<file path="config.mk">
export PLATFORM = sky130hd
export DESIGN_NAME = instruction_fetch_controller
export DESIGN_NICKNAME = d
export VERILOG_FILES = /design/src/rtl/instruction_fetch_controller.sv
export SDC_FILE = /design/constraint.sdc
export NUM_CORES = 1
export LEC_CHECK = 0
export CAP_MARGIN = 25
export CORE_UTILIZATION = 41
export DETAILED_ROUTE_END_ITERATION = 7
export PLACE_DENSITY = 0.85
export REMOVE_ABC_BUFFERS = 1
export SLEW_MARGIN = 10
export SYNTH_ARGS = -nofsm -noshare
export SYNTH_HDL_FRONTEND = slang
export SYNTH_SLANG_ARGS = --single-unit
</file>
<file path="constraint.sdc">
create_clock -name clock -period 2 [get_ports clock]
set_clock_uncertainty 0.1 [all_clocks]
set_input_delay 0.4 -clock clock [delete_from_list [all_inputs] [get_ports clock]]
set_output_delay 0.4 -clock clock [all_outputs]
set_load 0.02 [all_outputs]
</file>
<file path="src/rtl/instruction_fetch_controller.sv">
// ============================================================================
// Module  : instruction_fetch_controller
// Purpose : Drives the instruction memory address, captures each word, and
//           presents it to decode over valid/ready, with branch and halt.
// Revision: 1.0
// ============================================================================
`default_nettype none

module instruction_fetch_controller #(
    parameter int                    ADDRESS_WIDTH  = 8,
    parameter int                    DATA_WIDTH     = 8,
    parameter int                    PROGRAM_LENGTH = 6,
    parameter logic [DATA_WIDTH-1:0] HALT_OPCODE    = 8'hFF
) (
    input  logic                     clock,
    input  logic                     reset_n,
    input  logic                     start,
    output logic [ADDRESS_WIDTH-1:0] instruction_address,
    input  logic [DATA_WIDTH-1:0]    instruction_data,
    output logic [DATA_WIDTH-1:0]    fetched_instruction,
    output logic [ADDRESS_WIDTH-1:0] fetched_address,
    output logic                     fetched_valid,
    input  logic                     fetched_ready,
    input  logic                     branch_valid,
    input  logic [ADDRESS_WIDTH-1:0] branch_target,
    output logic                     busy,
    output logic                     halted
);

    typedef enum logic [1:0] {
        IDLE   = 2'd0,
        RUN    = 2'd1,
        HALTED = 2'd2
    } state_t;

    localparam logic [ADDRESS_WIDTH-1:0] LAST_ADDRESS   = ADDRESS_WIDTH'(PROGRAM_LENGTH - 1);
    localparam logic [ADDRESS_WIDTH:0]   PROGRAM_EXTENT = (ADDRESS_WIDTH + 1)'(PROGRAM_LENGTH);

    state_t                   state;
    state_t                   state_next;
    logic [ADDRESS_WIDTH-1:0] pc;
    logic [ADDRESS_WIDTH-1:0] pc_next;
    logic [DATA_WIDTH-1:0]    instruction_next;
    logic [ADDRESS_WIDTH-1:0] address_next;
    logic                     valid_next;
    logic [ADDRESS_WIDTH-1:0] pc_successor;
    logic [ADDRESS_WIDTH-1:0] redirect_pc;
    logic                     output_free;

    assign pc_successor = (pc == LAST_ADDRESS) ? '0 : pc + 1'b1;
    // Out-of-range branch targets restart the program rather than fetching garbage.
    assign redirect_pc  = ({1'b0, branch_target} < PROGRAM_EXTENT) ? branch_target : '0;
    assign output_free  = !fetched_valid || fetched_ready;

    always_ff @(posedge clock or negedge reset_n) begin
        if (!reset_n) begin
            state               <= IDLE;
            pc                  <= '0;
            fetched_instruction <= '0;
            fetched_address     <= '0;
            fetched_valid       <= 1'b0;
        end else begin
            state               <= state_next;
            pc                  <= pc_next;
            fetched_instruction <= instruction_next;
            fetched_address     <= address_next;
            fetched_valid       <= valid_next;
        end
    end

    always_comb begin
        state_next       = state;
        pc_next          = pc;
        instruction_next = fetched_instruction;
        address_next     = fetched_address;
        valid_next       = fetched_valid;
        case (state)
            IDLE: begin
                if (start) begin
                    pc_next    = '0;
                    state_next = RUN;
                end
            end
            RUN: begin
                if (branch_valid) begin
                    pc_next    = redirect_pc;
                    valid_next = 1'b0;
                end else if (output_free) begin
                    instruction_next = instruction_data;
                    address_next     = pc;
                    valid_next       = 1'b1;
                    // The halt word is still presented; pc stays on it.
                    if (instruction_data == HALT_OPCODE) begin
                        state_next = HALTED;
                    end else begin
                        pc_next = pc_successor;
                    end
                end
            end
            HALTED: begin
                if (fetched_valid) begin
                    if (fetched_ready) begin
                        valid_next = 1'b0;
                    end
                end else if (start) begin
                    pc_next    = '0;
                    state_next = RUN;
                end
            end
            default: begin
                state_next = IDLE;
            end
        endcase
    end

    assign instruction_address = pc;
    assign busy                = (state == RUN);
    assign halted              = (state == HALTED);

endmodule

`default_nettype wire
</file>
; After elaboration in Yosys (flattened, before gate mapping)
; Index checks and enable logic that the tools add are counted.
[totals]
regBits = 27
inputBits = 21
out_inout_bits = 27
word_cells = 46
[classes]
n_addsub = 1
magnitude_cmp = 1
eq_ne = 10
muxes = 19
n_bitwise = 1
n_reduce_logical = 9
[op_table]
columns = operator, n
row1 = 2-to-1 mux 8 bit, 7
row2 = case mux 8 bit (3 select lines), 1
row3 = 2-to-1 mux 2 bit, 5
row4 = "adder 8 x 1 -> 8 bit, second input constant", 1
row5 = "equality test 8 x 3 -> 1 bit, second input constant", 1
row6 = "equality test 8 bit, second input constant", 1
row7 = "< comparator 8 x 3 -> 1 bit, second input constant", 1
row8 = AND reduction 4 bit, 2
row9 = case mux 2 bit (3 select lines), 1
row10 = 2-to-1 mux 1 bit, 4
row11 = "inequality test 2 x 1 -> 1 bit, second input constant", 2
row12 = "inequality test 2 bit, second input constant", 2
row13 = "inequality test 3 x 2 -> 1 bit, second input constant", 1
row14 = "inequality test 3 bit, second input constant", 1
row15 = AND reduction 3 bit, 1
row16 = nonzero test 3 bit, 1
row17 = "equality test 2 x 1 -> 1 bit, second input constant", 1
row18 = "equality test 2 bit, second input constant", 1
row19 = zero test 2 bit, 1
row20 = case mux 1 bit (2 select lines), 1
row21 = AND reduction 2 bit, 1
row22 = nonzero test 2 bit, 1
row23 = zero test 1 bit, 1
row24 = logical OR 1 bit, 1
row25 = inverter 1 bit, 1

; Logic depth before layout (Yosys ltp)
; Gate-level depths: netlist of run 1.
[depth]
depth_word = 6
depth_mapped = 7
ltp_nobuf = 6

; Least setup slack after synthesis of run 1
; No wires, ideal clock.
[synth_timing]
path_kind = register -> register
from = register state[1]
to = register pc[7], in the netlist instruction_address[7]
setup_ns = 0.080
t_arrival_ns = 1.880
required_ns = 1.820
slack_ns = -0.060
path_stages_with_launch = 7
path_buffers = 0
synth_period_minus_slack_ns = 2.060
cell_sequence = dfrtp_1 -> inv_1 -> ha_1 -> nand2b_1 -> a41o_2 -> or4_4 -> o211ai_2
[synth_via]
elab_chain_cells = 3
elab_cells_between_ends = 9
cone_classes = 5 x eq/ne / 1 x mux / 3 x reduce/logical
[synth_rtl]
columns = item, line_no
row1 = from (decl), 39  ; state_t state;
row2 = from (signal assigned), 63  ; state <= state_next;
row3 = equality test 2 x 1 -> 1 bit (*), -
row4 = net busy, 26  ; output logic busy,
row5 = inequality test 3 bit (no source line) (tied with other cells), -
row6 = AND reduction 4 bit (no source line), -
row7 = to (signal assigned), 64  ; pc <= pc_next;
row8 = to (decl), 41  ; logic [ADDRESS_WIDTH-1:0] pc;
; Mark *: on every way through the listed nets, which the timed path passes. The rest lies on a longest branch.
; A chain may end at the register's enable or synchronous reset.

; Worst setup path in the final report of run 1
[layout_timing]
from = register pc[5], in the netlist instruction_address[5]
to = register pc[5], in the netlist instruction_address[5]
[layout_via]
elab_chain_cells = 6
elab_cells_between_ends = 9
cone_classes = 1 x add/sub / 1 x eq/ne / 7 x mux
[layout_rtl]
columns = item, line_no
row1 = adder 8 x 1 -> 8 bit / equality test 8 x 3 -> 1 bit (equally long branches), 50  ; assign pc_successor = (pc == LAST_ADDRESS) ? '0 : pc + 1'b1;
row2 = 2-to-1 mux 8 bit, 50
row3 = 2-to-1 mux 8 bit, 93  ; if (instruction_data == HALT_OPCODE) begin
row4 = 2-to-1 mux 8 bit, 88  ; end else if (output_free) begin
row5 = 2-to-1 mux 8 bit, 85  ; if (branch_valid) begin
row6 = case mux 8 bit (3 select lines) (*), 77  ; case (state)
; Every way passes the cells marked *; elsewhere a longest branch is shown, timed or not. The select of a mux whose other input is x is not followed.

==> impl_metrics.tcl, run 1 <==
set metrics [dict create \
    cts.clk_slew.worst_paths_ns 0.13 \
    io_pins 48 \
    drtAntennaViolNets 0 \
    relSlewSlack 0.713 \
    slowest_stage "nor4_2" \
    instances_no_fill 236 \
    critical_path_class "register to register" \
    p_int_mw 1.37 \
    swShare 0.379 \
    critPathLaunch "instruction_address[5]$_DFFE_PN0P_" \
    clk_path_buf_depth 2 \
    dp.cells 232 \
    fp-row-count 21 \
    avgSynthCellArea_sq_um 11.0 \
    worst-r2r-cell-count 5 \
    leakage_nw 0.905 \
    antenna_found_initial 0 \
    synthTopCellsByArea "dfrtp_1, mux2_2, ha_1" \
    rr_endpoint "instruction_address[5]$_DFFE_PN0P_" \
    rsz0062_at_grt "true" \
    vdd_drop_max_mv 0.557 \
    final_util 0.627 \
    switchingPower_mw 0.837 \
    final_nets 218 \
    initial_core_util 0.430 \
    grtUsageTotal 0.188 \
    final_common_cell "clkdlybuf4s50_1" \
    h-tree-depth 1 \
    grt_first_pass_wirelength_mm 5.26 \
    drive_gt1_frac 0.258 \
    finalCriticalPeriod_ns 1.94 \
    dp_slack_ns -0.162 \
    fp.dieH_microns 61.2 \
    worst_slew_pin_slew_ns 0.428 \
    synth_cell_types 37 \
    numCtsBuffers 3 \
    ys_ff_latch 27 \
    worstReg2RegStart "instruction_address[5]$_DFFE_PN0P_" \
    grt_pass1_vias 1266 \
    seq_area_frac_synth 0.471 \
    critPathArrivalTime_ns 2.05 \
    grt_util_met2 0.331 \
    grt_use_met1 0.232 \
    synth_warnings 0 \
    die_w_microns 61.2 \
    status "finished, final reports clean" \
    avgRoutedWirePerCell_microns 14.4 \
    core_sq_um 3340 \
    root_buffer "clkbuf_4" \
    startpoint_type "register" \
    synth_top_area_frac 0.471 \
    postSynthCellCount 130 \
    grt_max_degree 28 \
    cts_tree "built" \
    final_cell_mix "clkdlybuf4s50_1, dfrtp_1, mux2_2" \
    hold_slack_ns 0.329 \
    clkPwrFrac 0.102 \
    port_buffers 47 \
    syn_to_final_growth_pct 45.9 \
    first_iter_violations 28 \
    powerDensity_nw_per_um2 1050 \
    fmax_mhz 514 \
    maxSlewViolCount 0 \
    worstPathCellList "nor4_2, a41oi_4, buf_4, a211oi_1, o22ai_1" \
    gr-usage-met3 0.0315 \
    fin_crit_sh 0.972 \
    hpwl_mm 2.64 \
    critPathMaxFanout 6 \
    drc 0 \
    r2r_setup_slack_ns 0.06 \
    worstSkewPairLatency_ns 0.32 \
    clkSinkCount 27 \
    vias 1255 \
    gp_congestion 0.830 \
    hold_viol 0 \
    diodes 0 \
    netlist_area_sq_um 1440 \
    busiest_layer "met2" \
    setup_slack_ns 0.0559 \
    dieArea_sq_um 3740 \
    yosys.area.top_type "dfrtp_1" \
    pwr-share-seq 0.363 \
    max_stage_delay_ns 0.47 \
    overflow 0 \
    dr.pass1.iters 4 \
    cap_violations 0 \
    setup_viol 0 \
    viasPerCell 5.32 \
    p_comb_frac 0.535 \
    hold_path.class "input port to asynchronous set/reset pin" \
    wl_mm 3.39 \
    cp-end-kind "register" \
    required_ns 2.11 \
]
-- metal layers --
layer	up-vias	wire length, microns
met3	6	181
met4	0	42
met1	606	1410
met2	46	1760
li1	597	-
met5	-	0
-- power by group through the flow --
stage / Sequential [mW] / Combinational [mW] / Clock [mW]
after floorplan: 0.958 / 0.488 / 0
after global routing: 0.820 / 1.27 / 0.252
after global placement: 0.800 / 1.13 / 0
after detailed placement: 0.808 / 1.17 / 0
after CTS: 0.798 / 1.18 / 0.234
final: 0.801 / 1.18 / 0.226
-- metrics by stage --
| step | total power, mW | cell area [sq um] | TNS, ns |
|---|---|---|---|
| floorplan | 1.45 | 1430 | -0.0602 |
| global placement | 1.93 | 2040 | -1.68 |
| detailed placement | 1.98 | 2040 | -2.96 |
| CTS | 2.21 | 2070 | 0 |
| global route | 2.34 | 2090 | -0.0176 |
| finish | 2.21 | 2090 | 0 |
-- worst max-delay path: cells and delay by family (launching register included) --
kind / cells / cell delay, ns
AOI/OAI and AO/OA: 3 / 0.63
buffers and inverters: 1 / 0.18
DFF: 1 / 0.46
and+or+nand+nor: 1 / 0.47
-- synthesized netlist by cell type --
master	n
dfrtp_1	27
mux2_2	14
inv_1	13
nand2_1	9
o21ai_0	7
ha_1	6
o22ai_1	6
nor2_1	4
nor2b_1	4
a211oi_1	3
o211ai_1	3
or2_2	3
or3_1	3
buf_2	2
nand3_1	2
nand4_1	2
nor3_1	2
a211o_1	1
a21oi_1	1
a22o_1	1
a31oi_1	1
a32o_1	1
a41o_2	1
a41oi_2	1
mux2i_1	1
nand2b_1	1
nand3_2	1
nand4b_1	1
nor3b_1	1
nor4_2	1
o211ai_2	1
o21a_1	1
o21bai_1	1
o32a_1	1
o32ai_4	1
or2_4	1
or4_4	1
-- how the worst max path moves through the flow --
| stage | endpoint | slack (ns) |
|---|---|---|
| global route | instruction_address[7]$_DFFE_PN0P_ | -0.01 |
| CTS | halted | 0.004 |
| finish | instruction_address[5]$_DFFE_PN0P_ | 0.06 |
| detailed placement | fetched_instruction[4]$_DFFE_PN0P_ | -0.16 |
| global placement | instruction_address[7]$_DFFE_PN0P_ | -0.11 |
| floorplan | instruction_address[7]$_DFFE_PN0P_ | -0.06 |
-- flip-flops by register name (all words and copies together), names as in the netlist --
name                 flops
fetched_instruction      8
state                    2
fetched_valid            1
instruction_address      8
fetched_address          8
-- repair_timing --
item	in CTS	in global routing
gates resized for setup	8	10
endpoints found under the setup margin	19	9
hold buffers	0	0
pin swaps	0	0
buffers inserted	0	0
-- final cells by class --
class,instances,area (sq um)
clock buffer,4,26.3
inverter,13,48.8
sequential,27,681
fill,288,1240
timing repair buffer,58,553
multi-input combinational,88,727
tap,46,57.6
-- logic make-up (layout without fill, tap and decap cells) --
kind of cell               after synthesis  after routing  share of synthesized area
and+or+nand+nor                         36             36                      0.146
AOI/OAI and AO/OA                       31             31                      0.174
DFF                                     27             27                      0.471
muxes                                   15             15                      0.117
buffers and inverters                   15             75                     0.0410
adders and majority gates                6              6                     0.0523
(Power assumes the default switching activity.)
==> run 2, diff against run 1 <==
--- a/config.mk
+++ b/config.mk
@@ -6,9 +6,9 @@
 export NUM_CORES = 1
 export LEC_CHECK = 0
 export CAP_MARGIN = 25
-export CORE_UTILIZATION = 41
+export CORE_UTILIZATION = 33
 export DETAILED_ROUTE_END_ITERATION = 7
-export PLACE_DENSITY = 0.85
+export PLACE_DENSITY = 0.72
 export REMOVE_ABC_BUFFERS = 1
 export SLEW_MARGIN = 10
 export SYNTH_ARGS = -nofsm -noshare
==> run 2 against run 1 <==
First-iteration DRC count grew 93%. Routed wire length increased by 3.4%. Setup slack improved by 0.0018 ns. Sequential cell count unchanged. Critical path depth is 4 lower. Combinational power hardly changed. Die area increased by 23%. Utilization fell by 11 points. Non-clock buffer count unchanged. Global-route usage is 1.6 points lower. Largest cell class unchanged.
==> impl_metrics.tcl, run 2 (same netlist as run 1, synthesis figures left out) <==
set metrics [dict create \
    status "finished, final reports clean" \
    cp-end-kind "output port" \
    critPathBufInv 1 \
    vias 1243 \
    fp-row-count 23 \
    first_iter_violations 54 \
    fin_crit_sh 0.971 \
    overflow 0 \
    avgRoutedWirePerCell_microns 14.6 \
    io_pins 48 \
    hpwl_mm 2.71 \
    grt_first_pass_wirelength_mm 5.91 \
    maxSlewViolCount 0 \
    port_buffers 47 \
    critical_path_class "register to output port" \
    fmax_mhz 515 \
    critPathMaxFanout 7 \
    clkSinkCount 27 \
    worst_slew_pin_slew_ns 0.346 \
    path_depth 1 \
    worstHoldPathCells 2 \
    final_cell_mix "clkdlybuf4s50_1, dfrtp_1, mux2_2" \
    tns_ns 0 \
    die_w_microns 67.9 \
    worstPathCellList "clkdlybuf4s50_1" \
    cp_top_family "buffers and inverters" \
    dieArea_sq_um 4620 \
    fp.dieH_microns 67.9 \
    viasPerCell 5.18 \
    clk_path_buf_depth 2 \
    vdd_drop_max_mv 0.608 \
    drtAntennaViolNets 0 \
    drc 0 \
    powerDensity_nw_per_um2 1090 \
    rsz0062_at_grt "false" \
    numCtsBuffers 3 \
    grt_max_degree 28 \
    final_util 0.517 \
    diodes 0 \
    relSlewSlack 0.770 \
    busiest_layer "met2" \
    core_sq_um 4090 \
    worst-r2r-cell-count 6 \
    drive_gt1_frac 0.242 \
    critPathArrivalTime_ns 1.44 \
    gp_congestion 0.884 \
    antenna_found_initial 0 \
    cts.clk_slew.worst_paths_ns 0.09 \
    required_ns 1.50 \
    setup_viol 0 \
    initial_core_util 0.351 \
    max_stage_delay_ns 0.66 \
    leakage_nw 0.883 \
    final_nets 218 \
    grt_use_met1 0.219 \
    slowest_stage "clkdlybuf4s50_1" \
    startpoint_type "register" \
    cts_tree "built" \
    h-tree-depth 1 \
    fill_cells 375 \
    cap_violations 0 \
    grt_util_met2 0.297 \
    finalCriticalPeriod_ns 1.94 \
    grt_pass1_vias 1261 \
    syn_to_final_growth_pct 47.3 \
    hold_path.class "register to register" \
    r2r_setup_slack_ns 0.10 \
    wl_mm 3.51 \
    grtUsageTotal 0.172 \
    gr-usage-met3 0.0217 \
    root_buffer "clkbuf_8" \
    hold_viol 0 \
    final_common_cell "clkdlybuf4s50_1" \
    worstSkewPairLatency_ns 0.27 \
    dr.pass1.iters 4 \
]
## run 2: cell types whose count changed in the layout (fill, tap and decap cells not counted), sizes merged
cell           change
clkdlybuf4s50      +3
dlymetal6s2s       -2
clkdlybuf4s15      -1
## run 2: path summary, 6_finish.rpt
| check | end | startpoint |
|---|---|---|
| max | instruction_address[2] | instruction_address[2]$_DFFE_PN0P_ |
| min reg2reg | fetched_address[5]$_DFFE_PN0P_ | fetched_address[5]$_DFFE_PN0P_ |
| max reg2reg | instruction_address[7]$_DFFE_PN0P_ | state[1]$_DFFE_PN0P_ |
| max in group asynchronous | state[1]$_DFFE_PN0P_ | reset_n |
| min | fetched_address[5]$_DFFE_PN0P_ | fetched_address[5]$_DFFE_PN0P_ |
| min in group asynchronous | fetched_address[0]$_DFFE_PN0P_ | reset_n |
## run 2: layout make-up
class	count	area, sq um	area share
Multi-Input combinational cell	88	734	0.347
Inverter	13	48.8	0.0231
Sequential cell	27	677	0.320
Clock buffer	4	45.0	0.0213
Timing Repair Buffer	58	547	0.259
Tap cell	50	62.6	0.0296
## run 2: what timing repair did
item                                   4_1_cts  5_1_grt
pin swaps                                    0        0
endpoints found under the hold margin        0        0
gates resized for setup                      4        9
setup endpoints to repair                   19       25
hold buffers                                 0        0
setup buffers                                0        0
## run 2: report_power, final
part / switching [mW] / total (mW) / internal (mW)
Clock: 0.170 / 0.313 / 0.143
Sequential: 0.118 / 0.807 / 0.689
Combinational: 0.573 / 1.18 / 0.607
Total: 0.861 / 2.30 / 1.44
## run 2: metal layers
layer	vias up	routed length, microns	part of all wire
met5	-	0	0
met3	5	186	0.053
met2	49	1730	0.49
met1	593	1540	0.44
met4	0	46	0.013
li1	596	-	-
## run 2: through the flow
stage | setup WS, ns | power, mW | area [sq um] | cells | hold slack, ns
after floorplan | -0.0602 | 1.45 | 1430 | 128 | 0.00441
after global placement | -0.135 | 1.92 | 2040 | 236 | 0.369
after detailed placement | -0.174 | 1.96 | 2040 | 236 | 0.379
after CTS | 0.00288 | 2.28 | 2090 | 240 | 0.400
after global routing | 0.00422 | 2.44 | 2110 | 240 | 0.425
final | 0.0578 | 2.30 | 2110 | 240 | 0.395
